`src/rtl/pipeline_scoreboard.sv`:
```
// Hazard scoreboard for the in-order pipeline: tracks in-flight destination
// registers from EX (stage 0) to WB (stage DEPTH-1), raises a decode stall on
// unresolvable RAW hazards and picks a forwarding source per operand.
module pipeline_scoreboard #(
  parameter int DEPTH       = 3,
  parameter int REG_W       = 5,
  parameter int FWD_EN      = 1,
  parameter int ALU_READY   = 0,
  parameter int LOAD_READY  = 1,
  parameter int FLUSH_DEPTH = 1,
  parameter int CNT_W       = 32,
  localparam int FSEL_W     = $clog2(DEPTH + 1)
) (
  input  logic              i_clk,
  input  logic              i_reset,
  input  logic              i_id_valid,
  input  logic [REG_W-1:0]  i_rs1,
  input  logic [REG_W-1:0]  i_rs2,
  input  logic              i_rs1_used,
  input  logic              i_rs2_used,
  input  logic [REG_W-1:0]  i_rd,
  input  logic              i_rd_we,
  input  logic              i_is_load,
  input  logic              i_hold,
  input  logic              i_flush,
  output logic              o_stall,
  output logic [FSEL_W-1:0] o_fwd_sel_rs1,
  output logic [FSEL_W-1:0] o_fwd_sel_rs2,
  output logic [CNT_W-1:0]  o_stall_cnt,
  output logic [CNT_W-1:0]  o_flush_cnt
);

  // In-flight entries; index 0 is the youngest (EX), DEPTH-1 the oldest (WB).
  logic             ent_vld [DEPTH];
  logic [REG_W-1:0] ent_rd  [DEPTH];
  logic             ent_we  [DEPTH];
  logic             ent_ld  [DEPTH];
  logic             nxt_vld [DEPTH];

  logic hit1, hit2, ld1, ld2, hz1, hz2;
  int   idx1, idx2;

  // A match at stage idx is unresolvable when forwarding is absent or the
  // producer's result is not yet available at that stage.
  function automatic logic is_hazard(input logic hit, input logic ld, input int idx);
    if (!hit)        return 1'b0;
    if (FWD_EN == 0) return 1'b1;
    if (ld)          return (idx < LOAD_READY);
    return (idx < ALU_READY);
  endfunction

  // Stage k-1 is encoded as select k so that 0 always means the register file.
  function automatic logic [FSEL_W-1:0] fwd_sel(input logic hit, input int idx);
    return hit ? FSEL_W'(idx + 1) : '0;
  endfunction

  // Saturating increment: sticks at all-ones rather than wrapping.
  function automatic logic [CNT_W-1:0] sat_inc(input logic [CNT_W-1:0] c);
    return (&c) ? c : c + CNT_W'(1);
  endfunction

  // Find the youngest matching producer for each operand (scan old to young
  // so the lowest index wins); x0 and unread operands never match.
  always_comb begin
    hit1 = 1'b0; idx1 = 0; ld1 = 1'b0;
    hit2 = 1'b0; idx2 = 0; ld2 = 1'b0;
    for (int s = DEPTH - 1; s >= 0; s--) begin
      if (ent_vld[s] && ent_we[s] && (ent_rd[s] == i_rs1) && i_rs1_used &&
          i_id_valid && (i_rs1 != '0)) begin
        hit1 = 1'b1; idx1 = s; ld1 = ent_ld[s];
      end
      if (ent_vld[s] && ent_we[s] && (ent_rd[s] == i_rs2) && i_rs2_used &&
          i_id_valid && (i_rs2 != '0)) begin
        hit2 = 1'b1; idx2 = s; ld2 = ent_ld[s];
      end
    end
  end

  // Stall and forwarding selects are purely combinational from the entries.
  always_comb begin
    hz1           = is_hazard(hit1, ld1, idx1);
    hz2           = is_hazard(hit2, ld2, idx2);
    o_stall       = i_hold | hz1 | hz2;
    o_fwd_sel_rs1 = fwd_sel(hit1, idx1);
    o_fwd_sel_rs2 = fwd_sel(hit2, idx2);
  end

  // Next valid bits: shift unless held, then let a flush kill the youngest
  // FLUSH_DEPTH slots; a flushed cycle never inserts the decode instruction.
  always_comb begin
    for (int s = 0; s < DEPTH; s++) nxt_vld[s] = ent_vld[s];
    if (!i_hold) begin
      for (int s = DEPTH - 1; s >= 1; s--) nxt_vld[s] = ent_vld[s-1];
      nxt_vld[0] = i_id_valid & ~o_stall & ~i_flush;
    end
    if (i_flush) begin
      for (int s = 0; s < FLUSH_DEPTH && s < DEPTH; s++) nxt_vld[s] = 1'b0;
    end
  end

  // Valid bits and counters are control state and take the reset.
  always_ff @(posedge i_clk) begin
    if (i_reset) begin
      for (int s = 0; s < DEPTH; s++) ent_vld[s] <= 1'b0;
      o_stall_cnt <= '0;
      o_flush_cnt <= '0;
    end else begin
      for (int s = 0; s < DEPTH; s++) ent_vld[s] <= nxt_vld[s];
      if (o_stall && i_id_valid) o_stall_cnt <= sat_inc(o_stall_cnt);
      if (i_flush)               o_flush_cnt <= sat_inc(o_flush_cnt);
    end
  end

  // Entry payload shifts with the pipeline; it is qualified by ent_vld so it
  // needs no reset.
  always_ff @(posedge i_clk) begin
    if (!i_hold) begin
      for (int s = DEPTH - 1; s >= 1; s--) begin
        ent_rd[s] <= ent_rd[s-1];
        ent_we[s] <= ent_we[s-1];
        ent_ld[s] <= ent_ld[s-1];
      end
      ent_rd[0] <= i_rd;
      ent_we[0] <= i_rd_we;
      ent_ld[0] <= i_is_load;
    end
  end

endmodule

```
`config.mk`:
```
export PLATFORM = sky130hd
export DESIGN_NAME = pipeline_scoreboard
export DESIGN_NICKNAME = d
export VERILOG_FILES = /design/src/rtl/pipeline_scoreboard.sv
export SDC_FILE = /design/constraint.sdc
export NUM_CORES = 1
export LEC_CHECK = 0
export CAP_MARGIN = 5
export CORE_ASPECT_RATIO = 0.75
export CORE_UTILIZATION = 57
export CTS_BUF_LIST = sky130_fd_sc_hd__clkbuf_2
export DETAILED_ROUTE_END_ITERATION = 16
export HOLD_SLACK_MARGIN = 0.1
export PLACE_DENSITY = 0.95
export SYNTH_ARGS = -nofsm -noshare
export SYNTH_HDL_FRONTEND = slang
export SYNTH_SLANG_ARGS = --single-unit
```
`constraint.sdc`:
```
create_clock -name i_clk -period 6.2 [get_ports i_clk]
set_clock_uncertainty 0.1 [all_clocks]
set_input_delay 0.62 -clock i_clk [delete_from_list [all_inputs] [get_ports i_clk]]
set_output_delay 0.62 -clock i_clk [all_outputs]
set_load 0.005 [all_outputs]
```
### Word level (Yosys, flattened, before mapping)

Memories as Yosys holds them, arrays and structs flattened.
Cells that the tools add are included.

| word-level totals | value |
|---|---|
| memory bits (read-only) | 0 |
| bits of input ports | 24 |
| output and inout port bits | 69 |
| memories kept | 4 |
| bits in latches | 0 |
| RAM bits | 24 |
| register bits | 64 |

Memories:

| memory | depth | bits a word | rd ports | clocked after memory_dff | wr ports | RTL line | source |
|---|---|---|---|---|---|---|---|
| ent_rd | 3 | 5 | 3 | 0 | 3 | 35 | `logic [REG_W-1:0] ent_rd [DEPTH];` |
| ent_ld | 3 | 1 | 3 | 0 | 3 | 37 | `logic ent_ld [DEPTH];` |
| ent_vld | 3 | 1 | 3 | 0 | 3 | 34 | `logic ent_vld [DEPTH];` |
| ent_we | 3 | 1 | 3 | 0 | 3 | 36 | `logic ent_we [DEPTH];` |

| cells by class | value |
|---|---|
| div/mod/pow operators | 0 |
| multiplexer cells | 41 |
| eq/ne operators | 6 |
| $lt $le $gt $ge | 4 |
| bitwise gates (word level) | 11 |
| multiply operators | 0 |
| shift operators | 0 |
| add/subtract/negate cells | 4 |
| reductions and logical operators | 34 |

Operator list:

| operator | number |
|---|---|
| adder 32 x 1 -> 32 bit, second input constant | 2 |
| less-than comparator 32 x 1 -> 1 bit, second input constant | 2 |
| less-than comparator 32 x 2 -> 1 bit, second input constant | 2 |
| two-way mux 32 bit | 2 |
| AND reduction 32 bit | 2 |
| two-way mux 1 bit | 32 |
| equality test 5 bit | 6 |
| logical AND 1 bit | 28 |
| two-way mux 2 bit | 6 |
| nonzero test 5 bit | 2 |
| OR 1 bit | 5 |
| adder 2 bit, second input constant | 2 |
| inverter 1 bit | 4 |
| AND reduction 2 bit | 2 |
| two-way mux 3 bit | 1 |
| AND 1 bit | 2 |

### Logic depth before layout (Yosys ltp)

An unclocked memory read counts as a cell.

| logic depth | value |
|---|---|
| depth after elaboration | 21 |
| depth in mapped cells | 15 |
| gate-level depth less buffers | 13 |

### Worst setup path before layout

OpenSTA, ideal clock, no wires.

| timing | value |
|---|---|
| kind | input port to output port |
| start | input port i_rs1[1] |
| end | output port o_stall |
| stages | 12 |
| path slack | 2.554 ns |
| buffers on the path | 2 |
| arrival time | 2.926 ns |
| cells stage by stage | or4_1 o211ai_2 nor3_1 or2_1 nand2b_1 ha_1 and4_1 nor3_1 and2_1 buf_2 buf_2 inv_2 |

| between the ends | value |
|---|---|
| cells in the longest elaborated chain, start to end | 14 |

Ends and longest elaborated chain:

| what | RTL line | source |
|---|---|---|
| from (decl) | 17 | `input logic [REG_W-1:0] i_rs1,` |
| equality test 5 bit | 68 | `if (ent_vld[s] && ent_we[s] && (ent_rd[s] == i_rs1) && i_rs1_used &&` |
| logical AND 1 bit (3 in a row) | 68 |  |
| logical AND 1 bit | 69 | `i_id_valid && (i_rs1 != '0)) begin` |
| two-way mux 2 bit or two-way mux 1 bit (tied branches) | 68 |  |
| two-way mux 32 bit or two-way mux 1 bit (tied branches) (2 in a row) | 68 |  |
| less-than comparator 32 x 2 -> 1 bit or two-way mux 1 bit (tied branches) | 48 | `if (ld) return (idx < LOAD_READY);` |
| two-way mux 1 bit (on tied branches) | 48, 47 |  |
| two-way mux 1 bit | 49 | `return (idx < ALU_READY);` |
| two-way mux 1 bit (*) | 47 | `if (FWD_EN == 0) return 1'b1;` |
| OR 1 bit (*) (2 in a row) | 83 | `o_stall = i_hold \| hz1 \| hz2;` |
| to (decl) | 26 | `output logic o_stall,` |

Every way passes the cells marked *; elsewhere a longest branch is shown, timed or not. The select of a mux whose other input is x is not followed.

### Worst setup path after layout

| timing | value |
|---|---|
| start | input port i_id_valid |
| end | output port o_stall |

| between the ends | value |
|---|---|
| cells in the longest elaborated chain, start to end | 11 |

Ends and longest elaborated chain:

| what | RTL line | source |
|---|---|---|
| from (decl) | 16 | `input logic i_id_valid,` |
| logical AND 1 bit | 68 |  |
| logical AND 1 bit | 69 |  |
| two-way mux 2 bit or two-way mux 1 bit (tied branches) | 68 |  |
| two-way mux 32 bit or two-way mux 1 bit (tied branches) (2 in a row) | 68 |  |
| less-than comparator 32 x 2 -> 1 bit or two-way mux 1 bit (tied branches) | 48 |  |
| two-way mux 1 bit (on tied branches) | 48, 47 |  |
| two-way mux 1 bit | 49 |  |
| two-way mux 1 bit | 47 |  |
| OR 1 bit | 83 |  |
| OR 1 bit (*) | 83 |  |

Marked as above.

==> out/metrics.yaml <==
status: "finished, final reports clean"
ys.flop_type: "dfxtp_1"
max_slew_margin_pct: 43.17
synth_cell_types: 48
wl_um: 10680
start_util_pct: 59.83
drt_iter0_drc: 167
critPathMaxFanout: 26
clk_latency_ns: 0.56
post_cts_resized: 0
synth_area_sq_um: 4467
via_count: 4002
arrival_ns: 4.36
dp.cells: 668
ys_seq_elements: 88
synth_xor_area_share_pct: 11.37
dieArea_sq_um: 8198
synth_adder_area_share_pct: 1.120
die_y_um: 78.67
route.detailed.drc: 0
tightest_slew_ns: 0.8516
rr_startpoint: "ent_rd[0][2]"
worstSetupPathType: "input port to primary output"
period_share_pct: 81.89
tritoncts: "done"
clock-sinks: 88
hold_viol: 0
holdPathStages: 2
fp.dieW_um: 104.2
r2r_end: "o_stall_cnt[5]"
worstPathRequired_ns: 5.48
maxSlewViolCount: 0
io_pins: 93
final_nets: 606
vias_per_cell: 5.851
rsz0062_at_grt: "no"
postRouteAntennaNets: 0
ys_async_sr_fraction_pct: 0
grt_overflow: 0
synthSimpleGateAreaFrac_pct: 28.04
routedWlPerCell_um: 15.62
core_sq_um: 7466
reg2regPathDepth: 12
antenna_cells: 0
postCtsSetupBuffers: 0
finish.utilization_pct: 74.07
maxCapViolations: 0
p_leak_nw: 1.889
antenna_found_initial: 0
cts_buffer_depth: 2
hpwl_um: 7814
synth_edf_count: 21
critPathMaxStageDelay_ns: 0.87
ys_seq_area_share_pct: 44.15
fin_setup_tns_ns: 0
hold_end: "o_stall_cnt[21]"
startpoint: "i_id_valid"
ys_warn_count: 0
fmax_ghz: 0.1970
final_cell_count_no_fill: 684
synth_top_family_by_area: "simple AND/OR/NAND/NOR gates"
portBuffers: 92
grt_pass1_vias: 3672
slowest_stage: "clkdlybuf4s50_1"
hold_path.class: "flip-flop to flip-flop"
grt_max_degree: 81
synth_cells: 493
final_cell_mix: "clkdlybuf4s50_1, dfxtp_1, nor2_1, nand2_1, xnor2_1"
drive_gt1_share_pct: 3.774
place.gp.congestion: 0.8973
avgSynthCellArea_sq_um: 9.060
cts_hold_buf: 0
numCtsBuffers: 9
rrSetupSlack_ns: 2.57
cts.htree.levels: 3
syn_nets: 521
worstPathCellList: "clkdlybuf4s50_1 > o211ai_2 > or4_1 > or2_1 > nand2b_1 > ha_1 > nand4_1 > o41ai_1 > nor3_1 > and2_1 > buf_4 > inv_2 > clkdlybuf4s50_1"
peakVddDrop_uv: 110.2
clk_pin_slew_worst_paths_ns: 0.23
grt_usage_pct: 26.88
grt_pass1_wl_um: 17600
start_kind: "input port"
hold_path_startpoint: "o_stall_cnt[21]"
path_common_cell: "clkdlybuf4s50_1"
firstDrtPassIters: 5
fp-row-count: 27
muxShareOfSynthArea_pct: 4.146
root_buffer: "clkbuf_2"
final_common_cell: "clkdlybuf4s50_1"
period_needed_ns: 5.077
area_growth_syn_to_layout_pct: 23.81
worst_setup_path_end_kind: "primary output"
synth_compound_area_share_pct: 8.235
setup_viol: 0
p_per_area_nw_per_um2: 172.3
stage by stage:
step / hold WS [ns] / cell area, sq um / power, mW / setup WS, ns
6_report: 0.4097 / 5530 / 0.9531 / 1.123
5_1_grt: 0.4333 / 5530 / 0.9900 / 0.9072
4_1_cts: 0.4117 / 5530 / 0.9581 / 1.162
3_5_place_dp: 0.3838 / 5438 / 0.7062 / 1.164
3_3_place_gp: 0.3694 / 5438 / 0.7031 / 1.237
2_1_floorplan: 0.3417 / 4467 / 0.6687 / 2.554
Yosys cell counts (all sizes together) (7+ instances only):
cell	count	area, sq um
dfxtp	67	1341
nor2	56	210.2
nand2	41	153.9
xnor2	33	289.0
xor2	25	219.0
a21oi	23	115.1
nand3	22	110.1
edfxtp	21	630.6
nand4	19	118.9
or4	16	120.1
and3	15	93.84
clkbuf	14	52.55
o31ai	13	97.59
mux2	12	135.1
or3	12	75.07
inv	11	41.29
nor2b	11	68.82
nor3	11	55.05
and2	10	62.56
o21ai	10	50.05
and4	7	61.31
cell type report:
cell class / count / area, sq um
Fill cell: 556 / 1936
Clock inverter: 6 / 42.54
Sequential cell: 88 / 1972
Multi-Input combinational cell: 373 / 2364
Tap cell: 101 / 126.4
Timing Repair Buffer: 94 / 930.9
Inverter: 12 / 45.04
Clock buffer: 10 / 50.05
worst max-delay path: cells and delay by family:
| kind | cells | cell delay [ns] |
|---|---|---|
| compound gates | 2 | 0.31 |
| fa+ha+maj | 1 | 0.22 |
| buf+inv | 4 | 1.65 |
| simple gates | 6 | 1.56 |
flip-flops by register name, indices dropped and copies added (netlist names):
signal,cells
o_flush_cnt,32
o_stall_cnt,32
ent_rd,15
ent_ld,3
ent_vld,3
ent_we,3
power breakdown:
group          internal, mW  switching, mW
logic                0.0382         0.0405
clock network        0.0562          0.201
registers             0.603         0.0140
total                 0.697          0.256
logic make-up after synthesis:
| logic type | Yosys count |
|---|---|
| buffers and inverters | 32 |
| multiplexers | 17 |
| XOR/XNOR | 58 |
| AO/OA/AOI/OAI | 57 |
| AND/OR/NAND/NOR | 237 |
| flip-flops | 88 |
| adder cells (fa/ha/maj) | 4 |
worst max-delay path by stage:
stage                   end  cells past startpoint
finish              o_stall                     13
global route        o_stall                     13
CTS                 o_stall                     13
detailed placement  o_stall                     13
global placement    o_stall                     13
floorplan           o_stall                     12
metal layers:
metal / up-vias / wire length [um] / track usage, %
li1: 1938 / - / -
met1: 1921 / 4802 / 35.06
met2: 127 / 4900 / 43.33
met3: 16 / 860 / 7.973
met4: 0 / 119 / 7.714
met5: - / 0 / 0
Power figures use the tool's default switching activity.
